File: src/rtl/trace_pkg.sv
// trace_pkg: shared types and constants for the debug trace encoder.
//   - 4-bit code types for the instruction, hazard and ALU enums. They are
//     kept width-compatible with the consumer-side enum helpers that decode
//     them back into enums.
//   - trace_rec_t: one 32-bit trace record, transmitted MSB byte first.
//   - Header values, largest legal code values and sanitised replacements.
//   - Serializer state encoding.
package trace_pkg;

    typedef logic [3:0] instruction_t;
    typedef logic [3:0] hazard_signal_t;
    typedef logic [3:0] alu_op_t;

    localparam logic [3:0] HDR_SAMPLE = 4'h5;
    localparam logic [3:0] HDR_OVF    = 4'hE;

    // Largest legal code per field and the value substituted for an illegal code.
    localparam instruction_t   INSTR_MAX  = 4'hB;
    localparam hazard_signal_t HAZ_MAX    = 4'hB;
    localparam alu_op_t        ALU_MAX    = 4'hB;
    localparam instruction_t   INSTR_NONE = 4'hB;
    localparam hazard_signal_t HAZ_NONE   = 4'hB;
    localparam alu_op_t        ALU_NONE   = 4'hA;

    localparam logic [3:0] CNT_MAX = 4'hF;

    typedef struct packed {
        logic [3:0]     hdr;
        instruction_t   instr_a;
        instruction_t   instr_b;
        hazard_signal_t haz_a;
        hazard_signal_t haz_b;
        alu_op_t        alu_a;
        alu_op_t        alu_b;
        logic [3:0]     delta;
    } trace_rec_t;

    typedef logic [0:0] ser_state_t;
    localparam ser_state_t ST_IDLE = 1'b0;
    localparam ser_state_t ST_SEND = 1'b1;

    // Saturating 4-bit increment.
    function automatic logic [3:0] sat_inc(input logic [3:0] v);
        return (v == CNT_MAX) ? v : v + 4'd1;
    endfunction

endpackage

File: src/rtl/trace_fifo.sv
// trace_fifo: synchronous FIFO of DEPTH x 32-bit trace records.
// Ports:
//   clk, reset        clock, synchronous active-high reset (empties the FIFO)
//   push, push_data   write request / record (ignored when full)
//   pop, pop_data     read request (ignored when empty) / head record (show-ahead)
//   full, empty       occupancy flags, derived from registered state only
module trace_fifo #(
    parameter int unsigned DEPTH = 8
) (
    input  logic        clk,
    input  logic        reset,
    input  logic        push,
    input  logic [31:0] push_data,
    input  logic        pop,
    output logic [31:0] pop_data,
    output logic        full,
    output logic        empty
);

    localparam int unsigned AW = $clog2(DEPTH);
    localparam logic [AW:0] FULL_CNT = (AW + 1)'(DEPTH);

    logic [31:0]   mem [DEPTH];
    logic [AW-1:0] wr_ptr;
    logic [AW-1:0] rd_ptr;
    logic [AW:0]   count;
    logic          do_push;
    logic          do_pop;

    assign full     = (count == FULL_CNT);
    assign empty    = (count == '0);
    assign do_push  = push && !full;
    assign do_pop   = pop && !empty;
    assign pop_data = mem[rd_ptr];

    always_ff @(posedge clk) begin
        if (reset) begin
            wr_ptr <= '0;
            rd_ptr <= '0;
            count  <= '0;
        end else begin
            if (do_push) begin
                mem[wr_ptr] <= push_data;
                wr_ptr      <= wr_ptr + 1'b1;
            end
            if (do_pop) begin
                rd_ptr <= rd_ptr + 1'b1;
            end
            case ({do_push, do_pop})
                2'b10:   count <= count + 1'b1;
                2'b01:   count <= count - 1'b1;
                default: count <= count;
            endcase
        end
    end

endmodule

File: src/rtl/dbg_trace_encoder.sv
// dbg_trace_encoder: encodes per-cycle dual-lane pipeline status into 32-bit
// trace records, buffers them, and streams them out MSB byte first over a
// valid/ready byte link.
// Ports:
//   clk, reset               clock, synchronous active-high reset
//   trace_valid              sample the lane fields this cycle
//   instr_a/b, haz_a/b,
//   alu_a/b                  4-bit codes for lanes A and B
//   out_data, out_valid,
//   out_ready                byte stream, transfer on out_valid && out_ready
//   bad_code                 sticky: an illegal code was sanitised
//   ovf                      sticky: at least one sample was dropped
// Configuration macro: TRACE_DEDUP_EN -- when defined, a sample is captured
// only if its sanitised fields differ from the last captured sample.
module dbg_trace_encoder #(
    parameter int unsigned FIFO_DEPTH = 8
) (
    input  logic       clk,
    input  logic       reset,
    input  logic       trace_valid,
    input  logic [3:0] instr_a,
    input  logic [3:0] instr_b,
    input  logic [3:0] haz_a,
    input  logic [3:0] haz_b,
    input  logic [3:0] alu_a,
    input  logic [3:0] alu_b,
    output logic [7:0] out_data,
    output logic       out_valid,
    input  logic       out_ready,
    output logic       bad_code,
    output logic       ovf
);

    import trace_pkg::*;

    // ---------------- sanitise ----------------
    instruction_t   s_instr_a, s_instr_b;
    hazard_signal_t s_haz_a, s_haz_b;
    alu_op_t        s_alu_a, s_alu_b;
    logic           any_bad;
    logic [23:0]    cur_fields;

    always_comb begin
        s_instr_a  = (instr_a > INSTR_MAX) ? INSTR_NONE : instr_a;
        s_instr_b  = (instr_b > INSTR_MAX) ? INSTR_NONE : instr_b;
        s_haz_a    = (haz_a > HAZ_MAX) ? HAZ_NONE : haz_a;
        s_haz_b    = (haz_b > HAZ_MAX) ? HAZ_NONE : haz_b;
        s_alu_a    = (alu_a > ALU_MAX) ? ALU_NONE : alu_a;
        s_alu_b    = (alu_b > ALU_MAX) ? ALU_NONE : alu_b;
        any_bad    = (instr_a > INSTR_MAX) || (instr_b > INSTR_MAX) ||
                     (haz_a > HAZ_MAX) || (haz_b > HAZ_MAX) ||
                     (alu_a > ALU_MAX) || (alu_b > ALU_MAX);
        cur_fields = {s_instr_a, s_instr_b, s_haz_a, s_haz_b, s_alu_a, s_alu_b};
    end

    // ---------------- capture / overflow ----------------
    logic       fifo_full, fifo_empty, fifo_pop;
    logic [31:0] fifo_head;
    logic       want_sample;
    logic       mark_now, drop_now, push_en;
    logic [3:0] drop_cnt;
    logic       ovf_pending;
    logic [3:0] delta_cnt;
    logic [3:0] marker_cnt;
    trace_rec_t push_rec;

`ifdef TRACE_DEDUP_EN
    logic [23:0] last_fields;
    logic        last_ok;

    assign want_sample = trace_valid && (!last_ok || (cur_fields != last_fields));

    // Reference for duplicate suppression; a marker forces the next sample through.
    always_ff @(posedge clk) begin
        if (reset) begin
            last_fields <= '0;
            last_ok     <= 1'b0;
        end else if (mark_now) begin
            last_ok     <= 1'b0;
        end else if (want_sample && !fifo_full) begin
            last_fields <= cur_fields;
            last_ok     <= 1'b1;
        end
    end
`else
    assign want_sample = trace_valid;
`endif

    always_comb begin
        // A pending marker takes the slot; a sample offered in that same cycle is
        // folded into the marker's drop count.
        mark_now   = ovf_pending && !fifo_full;
        drop_now   = want_sample && fifo_full;
        push_en    = mark_now || (want_sample && !fifo_full);
        marker_cnt = want_sample ? sat_inc(drop_cnt) : drop_cnt;
        if (mark_now) begin
            push_rec = trace_rec_t'({HDR_OVF, 24'h0, marker_cnt});
        end else begin
            push_rec = trace_rec_t'({HDR_SAMPLE, cur_fields, delta_cnt});
        end
    end

    always_ff @(posedge clk) begin
        if (reset) begin
            drop_cnt    <= '0;
            ovf_pending <= 1'b0;
            ovf         <= 1'b0;
            bad_code    <= 1'b0;
            delta_cnt   <= '0;
        end else begin
            if (trace_valid && any_bad) begin
                bad_code <= 1'b1;
            end
            if (mark_now) begin
                drop_cnt    <= '0;
                ovf_pending <= 1'b0;
            end else if (drop_now) begin
                drop_cnt    <= sat_inc(drop_cnt);
                ovf_pending <= 1'b1;
                ovf         <= 1'b1;
            end
            // delta_cnt stays 0 until the first record after reset, then counts
            // cycles since the last pushed record.
            if (push_en) begin
                delta_cnt <= 4'd1;
            end else if (delta_cnt != '0) begin
                delta_cnt <= sat_inc(delta_cnt);
            end
        end
    end

    trace_fifo #(
        .DEPTH (FIFO_DEPTH)
    ) u_fifo (
        .clk       (clk),
        .reset     (reset),
        .push      (push_en),
        .push_data (push_rec),
        .pop       (fifo_pop),
        .pop_data  (fifo_head),
        .full      (fifo_full),
        .empty     (fifo_empty)
    );

    // ---------------- serializer ----------------
    ser_state_t  state;
    logic [1:0]  beat;
    logic [31:0] shreg;

    // Pop when idle, or on the last beat's handshake so the next record follows
    // without a bubble.
    assign fifo_pop  = !fifo_empty &&
                       ((state == ST_IDLE) || ((beat == 2'd3) && out_ready));
    assign out_valid = (state == ST_SEND);

    always_ff @(posedge clk) begin
        if (reset) begin
            state <= ST_IDLE;
            beat  <= '0;
            shreg <= '0;
        end else begin
            case (state)
                ST_IDLE: begin
                    if (!fifo_empty) begin
                        shreg <= fifo_head;
                        beat  <= '0;
                        state <= ST_SEND;
                    end
                end
                ST_SEND: begin
                    if (out_ready) begin
                        if (beat == 2'd3) begin
                            beat <= '0;
                            if (!fifo_empty) begin
                                shreg <= fifo_head;
                            end else begin
                                state <= ST_IDLE;
                            end
                        end else begin
                            beat <= beat + 2'd1;
                        end
                    end
                end
                default: state <= ST_IDLE;
            endcase
        end
    end

    always_comb begin
        out_data = '0;
        case (beat)
            2'd0:    out_data = shreg[31:24];
            2'd1:    out_data = shreg[23:16];
            2'd2:    out_data = shreg[15:8];
            default: out_data = shreg[7:0];
        endcase
    end

endmodule

File: config.mk
export PLATFORM = sky130hd
export DESIGN_NAME = dbg_trace_encoder
export DESIGN_NICKNAME = d
export VERILOG_FILES = /design/src/rtl/trace_pkg.sv /design/src/rtl/trace_fifo.sv /design/src/rtl/dbg_trace_encoder.sv
export SDC_FILE = /design/constraint.sdc
export NUM_CORES = 1
export LEC_CHECK = 0
export BUFFER_PORTS_ARGS = -buffer_cell sky130_fd_sc_hd__buf_2
export CORE_MARGIN = 5
export CORE_UTILIZATION = 45
export CTS_CLUSTER_DIAMETER = 30
export DETAILED_ROUTE_END_ITERATION = 6
export PLACE_DENSITY = 0.72
export SETUP_SLACK_MARGIN = 0.5
export SYNTH_ARGS = -nofsm -noshare
export SYNTH_HDL_FRONTEND = slang
export SYNTH_SLANG_ARGS = --single-unit
File: constraint.sdc
create_clock -name clk -period 4.1 [get_ports clk]
set_input_delay 0.205 -clock clk [delete_from_list [all_inputs] [get_ports clk]]
set_output_delay 0.205 -clock clk [all_outputs]
set_load 0.05 [all_outputs]
==> results of run 1 <==
## power groups by stage
| stage | sequential [mW] | clock, mW | combinational (mW) |
|---|---|---|---|
| after floorplan | 3.76 | 0 | 1.91 |
| after detailed placement | 3.90 | 0 | 2.27 |
| final | 3.84 | 4.19 | 2.25 |
| after CTS | 3.85 | 4.26 | 2.29 |
| after global placement | 3.89 | 0 | 2.23 |
| after global routing | 3.89 | 4.41 | 2.45 |
## kinds of logic (layout without fill, tap and decap cells)
kind of cell    count (synthesis)  count (layout)  synth area share (%)
buf+inv                        56             166                 2.190
fa+ha+maj                      12              12                 1.251
compound gates                 75              75                 5.558
flops                         298             298                 69.74
simple gates                  135             135                 5.349
xor+xnor                       10              10                0.7299
mux                           107             107                 15.18
## metal layers
layer  part of all wire [%]  GRT usage, %  vias to the layer above  wire length, um
li1                       -             -                     2882                -
met1                     40         20.96                     3242            10060
met2                     52         29.37                      190            13130
met3                    5.8         3.642                       54             1474
met4                    2.7         5.986                        0              690
met5                      0             0                        -                0
## cell usage after synthesis, drive strengths merged (4+ instances only)
cell type	count
o21ai	7
a211oi	31
nand3	4
and2	9
mux4	60
xor2	6
inv	15
nor3	10
nor3b	7
mux2i	47
edfxtp	240
a21oi	20
a222oi	8
buf	22
ha	12
xnor2	4
nor2	70
nand2	19
clkbuf	19
dfxtp	58
## critical path, stage by stage, from the launching register on
cell	delay, ps
sky130_fd_sc_hd__dfxtp_1	420
sky130_fd_sc_hd__ha_1	210
sky130_fd_sc_hd__a21bo_2	170
sky130_fd_sc_hd__and2_4	680
sky130_fd_sc_hd__ha_1	370
sky130_fd_sc_hd__xor2_1	90
sky130_fd_sc_hd__ha_1	190
sky130_fd_sc_hd__a31oi_1	170
sky130_fd_sc_hd__xor2_1	100
sky130_fd_sc_hd__or3_1	310
sky130_fd_sc_hd__a21oi_1	140
## metrics by stage
| step | hold WS (ps) | instances | instance area [um2] |
|---|---|---|---|
| final | 55.42 | 1138 | 14360 |
| after global routing | 81.03 | 1138 | 14360 |
| after CTS | 35.19 | 1138 | 14360 |
| after detailed placement | 451.5 | 1039 | 12600 |
| after global placement | 454.3 | 1039 | 12600 |
| after floorplan | 440.5 | 693 | 12000 |
## path summary, 6_finish.rpt
check                                from         endpoint  slack (ps)
worst min-delay path            out_ready        out_valid          60
worst max-delay path              beat[0]  u_fifo.count[2]        1170
worst max register to register    beat[0]  u_fifo.count[2]        1170
worst min register to register   bad_code         bad_code         460
## state kept, by name (all words and copies together), names as in the netlist, named ones only
| name | flops |
|---|---|
| bad_code | 1 |
| drop_cnt | 4 |
| ovf_pending | 1 |
| beat | 2 |
| delta_cnt | 4 |
| shreg | 31 |
| out_valid | 1 |
| ovf | 1 |
| u_fifo.mem | 240 |
| u_fifo.count | 4 |
| u_fifo.wr_ptr | 3 |
| u_fifo.rd_ptr | 3 |
## area by class of cell
| class | count | area [um2] |
|---|---|---|
| fill | 2023 | 11770 |
| inverter | 15 | 56.30 |
| timing repair buffer | 53 | 330.3 |
| clock inverter | 39 | 405.4 |
| sequential | 298 | 8374 |
| multi-input combinational | 339 | 3430 |
| clock buffer | 59 | 1348 |
| tap | 335 | 419.2 |
==> flow_summary.json, run 1 <==
{
  "outcome": "completed",
  "async_reset_ff_share_pct": 0,
  "routed_wl_mm": 25.36,
  "drtPass1Iterations": 5,
  "layout-area-overhead-vs-synth_pct": 19.70,
  "yosys.cell_types.count": 46,
  "cap_violations": 0,
  "route.detailed.drc": 0,
  "largest_net_degree_at_the_start_of_global_routing": 67,
  "die_y_um": 173.3,
  "final_util_pct": 54.96,
  "max_freq_ghz": 0.3412,
  "worst_setup_hold_path_clk_slew_ps": 50,
  "cts_tree": "done",
  "cts_num_sinks": 298,
  "insertion_delay_ps": 560,
  "final_cell_mix": "sky130_fd_sc_hd__edfxtp_1 (240), sky130_fd_sc_hd__nor2_1 (63), sky130_fd_sc_hd__mux4_2 (60)",
  "pwr_density_cell_nw_per_um2": 716.1,
  "hold_buffers": 1,
  "tritoncts.num_buffers": 52,
  "slew_headroom_pct": 27.34,
  "yosysTopAreaCell": "sky130_fd_sc_hd__edfxtp_1",
  "static-leakage-power_nw": 4.739,
  "pnr_total_power_mw": 10.29,
  "yosysWarningCount": 0,
  "drive_above_1_share_pct": 30.14,
  "timing.hold.worst_path_depth": 3,
  "cts.repair.resized": 0,
  "critPathLaunchType": "flop",
  "end_kind": "flop",
  "cp_data_arrival_time_ps": 3410,
  "internal-power_mw": 7.185,
  "placement_rows": 59,
  "hpwlAfterDp_mm": 15.04,
  "boundaryPins": 39,
  "switching_share_pct": 30.14,
  "grt.overflow.total": 0,
  "switching_power_summed_over_all_nets_mw": 3.100,
  "hold_class": "input pin to flop",
  "ctsRootBufferMaster": "sky130_fd_sc_hd__clkbuf_16",
  "max_rail_drop_vdd_mv": 0.4626,
  "ys_seq_area_share_pct": 69.74,
  "slew_viol_final": 0,
  "critical_path_peak_fanout": 66,
  "fin_setup_tns_ps": 0,
  "initial_utilization_pct": 45.92,
  "syn_avg_cell_area_um2": 17.31,
  "grt_pass1_vias": 6699,
  "number_of_vias_per_cell": 5.596,
  "postCtsSetupRepairBufs": 0,
  "core_region_area_um2": 26130,
  "total_nets_after_synthesis": 733,
  "syn-instance-count": 693,
  "pre_cts_ws_ps": 1204,
  "postSynthRegisterBits": 298,
  "layout.cells.most_common": "sky130_fd_sc_hd__edfxtp_1",
  "grt_util_all_layers_pct": 16.88,
  "finalHoldViolCount": 0,
  "synth.top_cells.by_area": "sky130_fd_sc_hd__edfxtp_1 (60%), sky130_fd_sc_hd__mux4_2 (11%), sky130_fd_sc_hd__dfxtp_1 (9.7%), sky130_fd_sc_hd__mux2i_1 (3.9%), sky130_fd_sc_hd__a211oi_2 (2.9%)",
  "htreeDepth": 2,
  "grt_pass1_wl_mm": 39.09,
  "diodes": 0,
  "synth_edf_count": 240,
  "worst-slew-pin-transition_ps": 1087,
  "seq_power_share_pct": 37.4,
  "final.period_utilization_pct": 71.47,
  "post_route_minimum_period_ps": 2930,
  "port_buffers": 38,
  "power.combinational.fraction_pct": 21.9,
  "die_w_um": 173.3,
  "p_clk_share_pct": 40.8,
  "critical_path_type": "flop to flop",
  "setup_repair_after_global_routing_missed_its_margin": "false",
  "final_antenna_net_count": 0,
  "synthesis.area_um2": 12000,
  "most_frequently_used_flop_master_after_synthesis": "sky130_fd_sc_hd__edfxtp_1",
  "worst_slack_ps": 1170,
  "clockBufferDepth": 3,
  "timing.reg2reg.worst_path_depth": 10,
  "finalSetupViolCount": 0,
  "final_net_count": 799,
  "routed_wirelength_normalized_by_instance_count_um": 22.28,
  "synth_top_area_share_pct": 60.06,
  "grt_antenna_before_repair": 0,
  "gp_congestion": 0.7530,
  "worstPathRequired_ps": 4580,
  "design.die.area_um2": 30030,
  "first_iter_violations": 571,
  "fin_skew_ps": 16.83,
  "num_vias": 6368
}
No activity file was read; power rests on OpenSTA's default activity.
==> run 2, diff against run 1 <==
--- a/config.mk
+++ b/config.mk
@@ -5,6 +5,7 @@
 export SDC_FILE = /design/constraint.sdc
 export NUM_CORES = 1
 export LEC_CHECK = 0
+export ABC_AREA = 1
 export BUFFER_PORTS_ARGS = -buffer_cell sky130_fd_sc_hd__buf_2
 export CORE_MARGIN = 5
 export CORE_UTILIZATION = 45
==> constraint.sdc (replaced) <==
create_clock -name clk -period 2.95 [get_ports clk]
set_input_delay 0.1475 -clock clk [delete_from_list [all_inputs] [get_ports clk]]
set_output_delay 0.1475 -clock clk [all_outputs]
set_load 0.05 [all_outputs]
==> flow_summary.json, run 2 <==
{
  "finalSetupViolCount": 0,
  "die_y_um": 176.3,
  "clockBufferDepth": 3,
  "stdcell_count": 1618,
  "finalHoldViolCount": 0,
  "netlist_top_cells_count": "sky130_fd_sc_hd__edfxtp_1 (240), sky130_fd_sc_hd__inv_1 (154), sky130_fd_sc_hd__a21oi_1 (153)",
  "largest_register": "u_fifo.mem",
  "routed_wirelength_normalized_by_instance_count_um": 18.08,
  "worst-slew-pin-transition_ps": 800.6,
  "path_cells": "inv_1 > ha_2 > a22o_1 > a21oi_1 > o21ai_1 > buf_2",
  "pwr_density_cell_nw_per_um2": 980.6,
  "grt.overflow.total": 0,
  "ys_seq_area_share_pct": 67.25,
  "first_iter_violations": 873,
  "slew_viol_final": 0,
  "setup_repair_after_global_routing_missed_its_margin": "true",
  "worst_slack_ps": 588.0,
  "cpLargestDelayFamily": "compound AO/OA/AOI/OAI gates",
  "initial_utilization_pct": 45.91,
  "cap_violations": 0,
  "htreeDepth": 2,
  "postSynthRegisterBits": 298,
  "multi_input_comb_area_um2": 3221,
  "yosysWarningCount": 0,
  "fin_setup_tns_ps": 0,
  "synth_edf_count": 240,
  "final_cell_mix": "sky130_fd_sc_hd__edfxtp_1 (240), sky130_fd_sc_hd__inv_1 (154), sky130_fd_sc_hd__a21oi_1 (152)",
  "die_w_um": 176.3,
  "syn_avg_cell_area_um2": 10.96,
  "end_kind": "output port",
  "max_freq_ghz": 0.4234,
  "numPlacedInstances": 1501,
  "yosysMostFrequentCell": "sky130_fd_sc_hd__edfxtp_1",
  "filler_cell_count": 2174,
  "critPathLaunchType": "flop",
  "cts_tree": "done",
  "number_of_vias_per_cell": 5.297,
  "grt_antenna_before_repair": 0,
  "yosysTopAreaCell": "sky130_fd_sc_hd__edfxtp_1",
  "worstPathRequired_ps": 2800,
  "port_buffers": 38,
  "dpl-instance-area_um2": 13120,
  "pre_cts_ws_ps": 616.8,
  "design.die.area_um2": 31080,
  "cp_data_arrival_time_ps": 2210,
  "most_frequently_used_flop_master_after_synthesis": "sky130_fd_sc_hd__edfxtp_1",
  "cpPeakStageDelay_ps": 350,
  "routed_wl_mm": 29.26,
  "route.detailed.drc": 0,
  "static-leakage-power_nw": 5.748,
  "registers_with_the_most_flip_flops": "u_fifo.mem: 240 flops, shreg: 31 flops",
  "critPathSlowestCell": "sky130_fd_sc_hd__dfxtp_1",
  "core_region_area_um2": 27100,
  "largest_net_degree_at_the_start_of_global_routing": 76,
  "drtPass1Iterations": 6,
  "total_nets_after_synthesis": 1175,
  "cts_num_sinks": 298,
  "seqCellArea_um2": 8376,
  "synth.top_cells.by_area": "sky130_fd_sc_hd__edfxtp_1 (58%), sky130_fd_sc_hd__dfxtp_1 (9.3%), sky130_fd_sc_hd__a21oi_1 (6.2%), sky130_fd_sc_hd__inv_1 (4.6%), sky130_fd_sc_hd__o21ai_0 (4.6%)",
  "critical_path_peak_fanout": 8,
  "number_of_flip_flops_under_the_largest_register_name": 240,
  "ctsRootBufferMaster": "sky130_fd_sc_hd__clkbuf_16",
  "slew_headroom_pct": 46.55,
  "drive_above_1_share_pct": 15.81,
  "insertion_delay_ps": 550,
  "hold_class": "input pin to flop",
  "layout.cells.most_common": "sky130_fd_sc_hd__edfxtp_1",
  "outcome": "completed",
  "final_antenna_net_count": 0,
  "syn-instance-count": 1135,
  "fin_skew_ps": 11.35,
  "hold_ws_ps": 60.11,
  "yosys.cell_types.count": 31,
  "final_net_count": 1241,
  "cp_num_buf_inv": 2,
  "post_route_minimum_period_ps": 2362,
  "diodes": 0,
  "grt_pass1_vias": 8438,
  "boundaryPins": 39,
  "grt_pass1_wl_mm": 45.71,
  "async_reset_ff_share_pct": 0,
  "placement_rows": 60,
  "num_vias": 8570,
  "pnr_total_power_mw": 14.80,
  "layout.cell_area.non_filler_um2": 15090,
  "final.period_utilization_pct": 80.07,
  "grt_util_all_layers_pct": 18.70,
  "critical_path_type": "flop to output port",
  "final_util_pct": 55.68,
  "layout-area-overhead-vs-synth_pct": 21.27,
  "synthesis.area_um2": 12440,
  "tritoncts.num_buffers": 54,
  "worst_setup_hold_path_clk_slew_ps": 50,
  "synth_top_area_share_pct": 57.92,
  "max_rail_drop_vdd_mv": 0.4569,
  "hpwlAfterDp_mm": 17.15,
  "gp_congestion": 0.7888
}
==> run 2: metal layers <==
metal / global-route usage [%] / wire, um / vias up
li1: - / - / 4106
met3: 3.876 / 2115 / 65
met1: 25.07 / 12490 / 4061
met4: 6.238 / 769 / 0
met2: 30.65 / 13890 / 338
met5: 0 / 0 / -
==> run 2: repair_timing <==
action	CTS	global route
setup buffers	0	12
endpoints found under the setup margin	2	37
resized for setup	1	3
pin swaps	0	2
hold buffers	4	0
hold endpoints to repair	7	0
==> run 2: worst reg2reg max path, stage by stage (launching register included) <==
cell	delay (ps)
sky130_fd_sc_hd__dfxtp_1	400
sky130_fd_sc_hd__nor2_2	90
sky130_fd_sc_hd__nand2_1	170
sky130_fd_sc_hd__nand2_2	90
sky130_fd_sc_hd__nor2_1	200
sky130_fd_sc_hd__nand2_1	300
sky130_fd_sc_hd__nor2_4	520
sky130_fd_sc_hd__buf_12	250
==> run 2: logic make-up after synthesis <==
kind of cell	Yosys count	share of synthesized area (%)
buf+inv	225	7.441
simple gates	222	7.280
flops	298	67.25
fa+ha+maj	12	1.207
xor+xnor	8	0.5631
compound gates	370	16.26
==> run 2: power by group <==
| part | internal, mW | leakage [nW] | switching [mW] | total, mW |
|---|---|---|---|---|
| registers | 5.06 | 2.65 | 0.373 | 5.43 |
| clock network | 3.92 | 0.874 | 2.14 | 6.06 |
| logic | 1.01 | 2.23 | 2.30 | 3.31 |
==> run 2: final timing paths <==
path                     from  cells after the start           endpoint  slack, ps
max                   beat[0]                      6        out_data[2]        590
min                  alu_a[0]                      3   u_fifo.mem[6][8]         60
max reg2reg   u_fifo.count[0]                      7  u_fifo.mem[0][20]        630
min reg2reg  u_fifo.rd_ptr[2]                      2               flop        460
==> run 2: cell type report <==
cell class | count | share of cell area (%)
Tap cell | 372 | 3.085
Clock inverter | 40 | 2.695
Multi-Input combinational cell | 612 | 21.34
Sequential cell | 298 | 55.51
Inverter | 161 | 4.005
Timing Repair Buffer | 74 | 4.030
Clock buffer | 61 | 9.337
==> run 3, diff against run 2 <==
--- a/config.mk
+++ b/config.mk
@@ -11,7 +11,7 @@
 export CORE_UTILIZATION = 45
 export CTS_CLUSTER_DIAMETER = 30
 export DETAILED_ROUTE_END_ITERATION = 6
-export PLACE_DENSITY = 0.72
+export PLACE_DENSITY = 0.74
 export SETUP_SLACK_MARGIN = 0.5
 export SYNTH_ARGS = -nofsm -noshare
 export SYNTH_HDL_FRONTEND = slang
==> constraint.sdc (replaced) <==
create_clock -name clk -period 1.9 [get_ports clk]
set_input_delay 0.095 -clock clk [delete_from_list [all_inputs] [get_ports clk]]
set_output_delay 0.095 -clock clk [all_outputs]
set_load 0.05 [all_outputs]
==> flow_summary.json, run 3 (synthesis gave the netlist of run 2 again) <==
{
  "outcome": "finished with violations",
  "failed_checks": "design-rule violations, negative hold slack, negative setup slack",
  "grt_pass1_vias": 9555,
  "first_iter_violations": 1467,
  "path_cells": "inv_4 > ha_4 > a22o_1 > a21oi_2 > o21ai_4 > buf_6",
  "drtPass1Iterations": 7,
  "diodes": 0,
  "cts_tree": "done",
  "largest_register": "u_fifo.mem",
  "max_freq_ghz": 0.4707,
  "tritoncts.num_buffers": 48,
  "slew_viol_final": 0,
  "finalSetupViolCount": 77,
  "grt_util_all_layers_pct": 22.53,
  "hpwlAfterDp_mm": 16.07,
  "hold_ws_ps": -2.571,
  "drive_above_1_share_pct": 28.59,
  "ctsRootBufferMaster": "sky130_fd_sc_hd__clkbuf_16",
  "critical_path_type": "flop to output port",
  "boundaryPins": 39,
  "worst-slew-pin-transition_ps": 902.9,
  "internal-power_mw": 16.67,
  "cpLargestDelayFamily": "compound AO/OA/AOI/OAI gates",
  "insertion_delay_ps": 560,
  "initial_utilization_pct": 45.91,
  "critPathSlowestCell": "sky130_fd_sc_hd__dfxtp_4",
  "final_net_count": 1353,
  "routed_wl_mm": 40.26,
  "worst_setup_hold_path_clk_slew_ps": 50,
  "layout.cells.most_common": "sky130_fd_sc_hd__edfxtp_1",
  "hold_class": "input pin to flop",
  "worstPathRequired_ps": 1800,
  "die_y_um": 176.3,
  "finalHoldViolCount": 5,
  "htreeDepth": 2,
  "cap_violations": 0,
  "static-leakage-power_nw": 6.656,
  "number_of_flip_flops_under_the_largest_register_name": 240,
  "final.period_utilization_pct": 111.8,
  "cts_num_sinks": 298,
  "cp_num_buf_inv": 2,
  "final_antenna_net_count": 0,
  "routed_wirelength_normalized_by_instance_count_um": 23.38,
  "route.detailed.drc": 3,
  "fin_setup_tns_ps": -3952,
  "grt_pass1_wl_mm": 53.73,
  "grt_antenna_before_repair": 0,
  "switching_share_pct": 34.73,
  "registers_with_the_most_flip_flops": "u_fifo.mem: 240 flops, shreg: 31 flops",
  "placement_rows": 60,
  "grt.overflow.total": 0,
  "pnr_total_power_mw": 25.54,
  "max_rail_drop_vdd_mv": 0.9231,
  "critical_path_peak_fanout": 8,
  "critPathLaunchType": "flop",
  "design.die.area_um2": 31080,
  "end_kind": "output port",
  "clockBufferDepth": 3,
  "final_cell_mix": "sky130_fd_sc_hd__edfxtp_1 (240), sky130_fd_sc_hd__inv_1 (148), sky130_fd_sc_hd__a21oi_1 (142)",
  "largest_net_degree_at_the_start_of_global_routing": 52,
  "port_buffers": 38,
  "post_route_minimum_period_ps": 2125,
  "p_clk_share_pct": 33.3,
  "number_of_vias_per_cell": 5.844,
  "slew_headroom_pct": 39.72,
  "die_w_um": 176.3,
  "layout-area-overhead-vs-synth_pct": 40.67,
  "core_region_area_um2": 27100,
  "worst_slack_ps": -224.6,
  "gp_congestion": 0.8444,
  "setup_repair_after_global_routing_missed_its_margin": "true",
  "seq_power_share_pct": 33.3,
  "cpPeakStageDelay_ps": 410,
  "fin_skew_ps": 29.85,
  "switching_power_summed_over_all_nets_mw": 8.872,
  "power.combinational.fraction_pct": 33.4,
  "cp_data_arrival_time_ps": 2030,
  "pwr_density_cell_nw_per_um2": 1459,
  "num_vias": 10064
}
-- run 3: worst paths after layout --
check,start,endpoint,slack (ps),depth (start not counted)
hold / removal,alu_b[0],u_fifo.mem[0][4],-3,3
setup reg to reg,beat[0],u_fifo.count[3],-100,14
hold reg to reg,ovf,ovf,460,1
setup / recovery,beat[1],out_data[0],-220,6
-- run 3: power by group through the flow --
stage	logic [mW]	registers (mW)	clock network, mW
2_1_floorplan	4.26	8.28	0
3_3_place_gp	5.45	8.45	0
3_5_place_dp	5.61	8.46	0
4_1_cts	6.76	8.36	8.46
5_1_grt	8.96	8.53	8.85
6_report	8.54	8.50	8.50
-- run 3: final cells by class --
type | count | area [um2]
clock buffers | 59 | 1262
clock inverters | 28 | 311.5
fillers | 1735 | 9597
inverters | 161 | 630.6
multi-input cells | 612 | 3885
flip-flops and latches | 298 | 8406
well taps | 372 | 465.4
repair buffers | 192 | 2544
-- run 3: tightest hold or removal path, delay by kind of cell --
| kind | cells | cell delay, ps |
|---|---|---|
| and+or+nand+nor | 2 | 160 |
| buffers and inverters | 1 | 100 |
-- run 3: repair_timing --
item	in CTS	in global routing
gates resized for setup	109	70
cloned	20	7
setup endpoints to repair	499	533
setup buffers	60	20
hold endpoints to repair	68	0
pin swaps	34	28
hold buffers	13	0
-- run 3: per-layer routing --
layer / GRT usage (%) / routed length (um) / part of all wire, %
met1: 27.36 / 14130 / 35
met2: 38.31 / 19600 / 49
met3: 4.711 / 3913 / 9.7
met4: 11.05 / 2620 / 6.5
met5: 0 / 0 / 0
-- run 3: per-stage QoR --
step	std cells	cell area, um2	setup WS (ps)	utilization (%)
final	1722	17500	-224.6	64.59
after global routing	1722	17500	-255.7	64.59
after CTS	1695	16900	-18.03	62.35
after detailed placement	1515	13630	150.0	50.28
after global placement	1515	13630	198.8	50.28
after floorplan	1135	12840	138.0	-
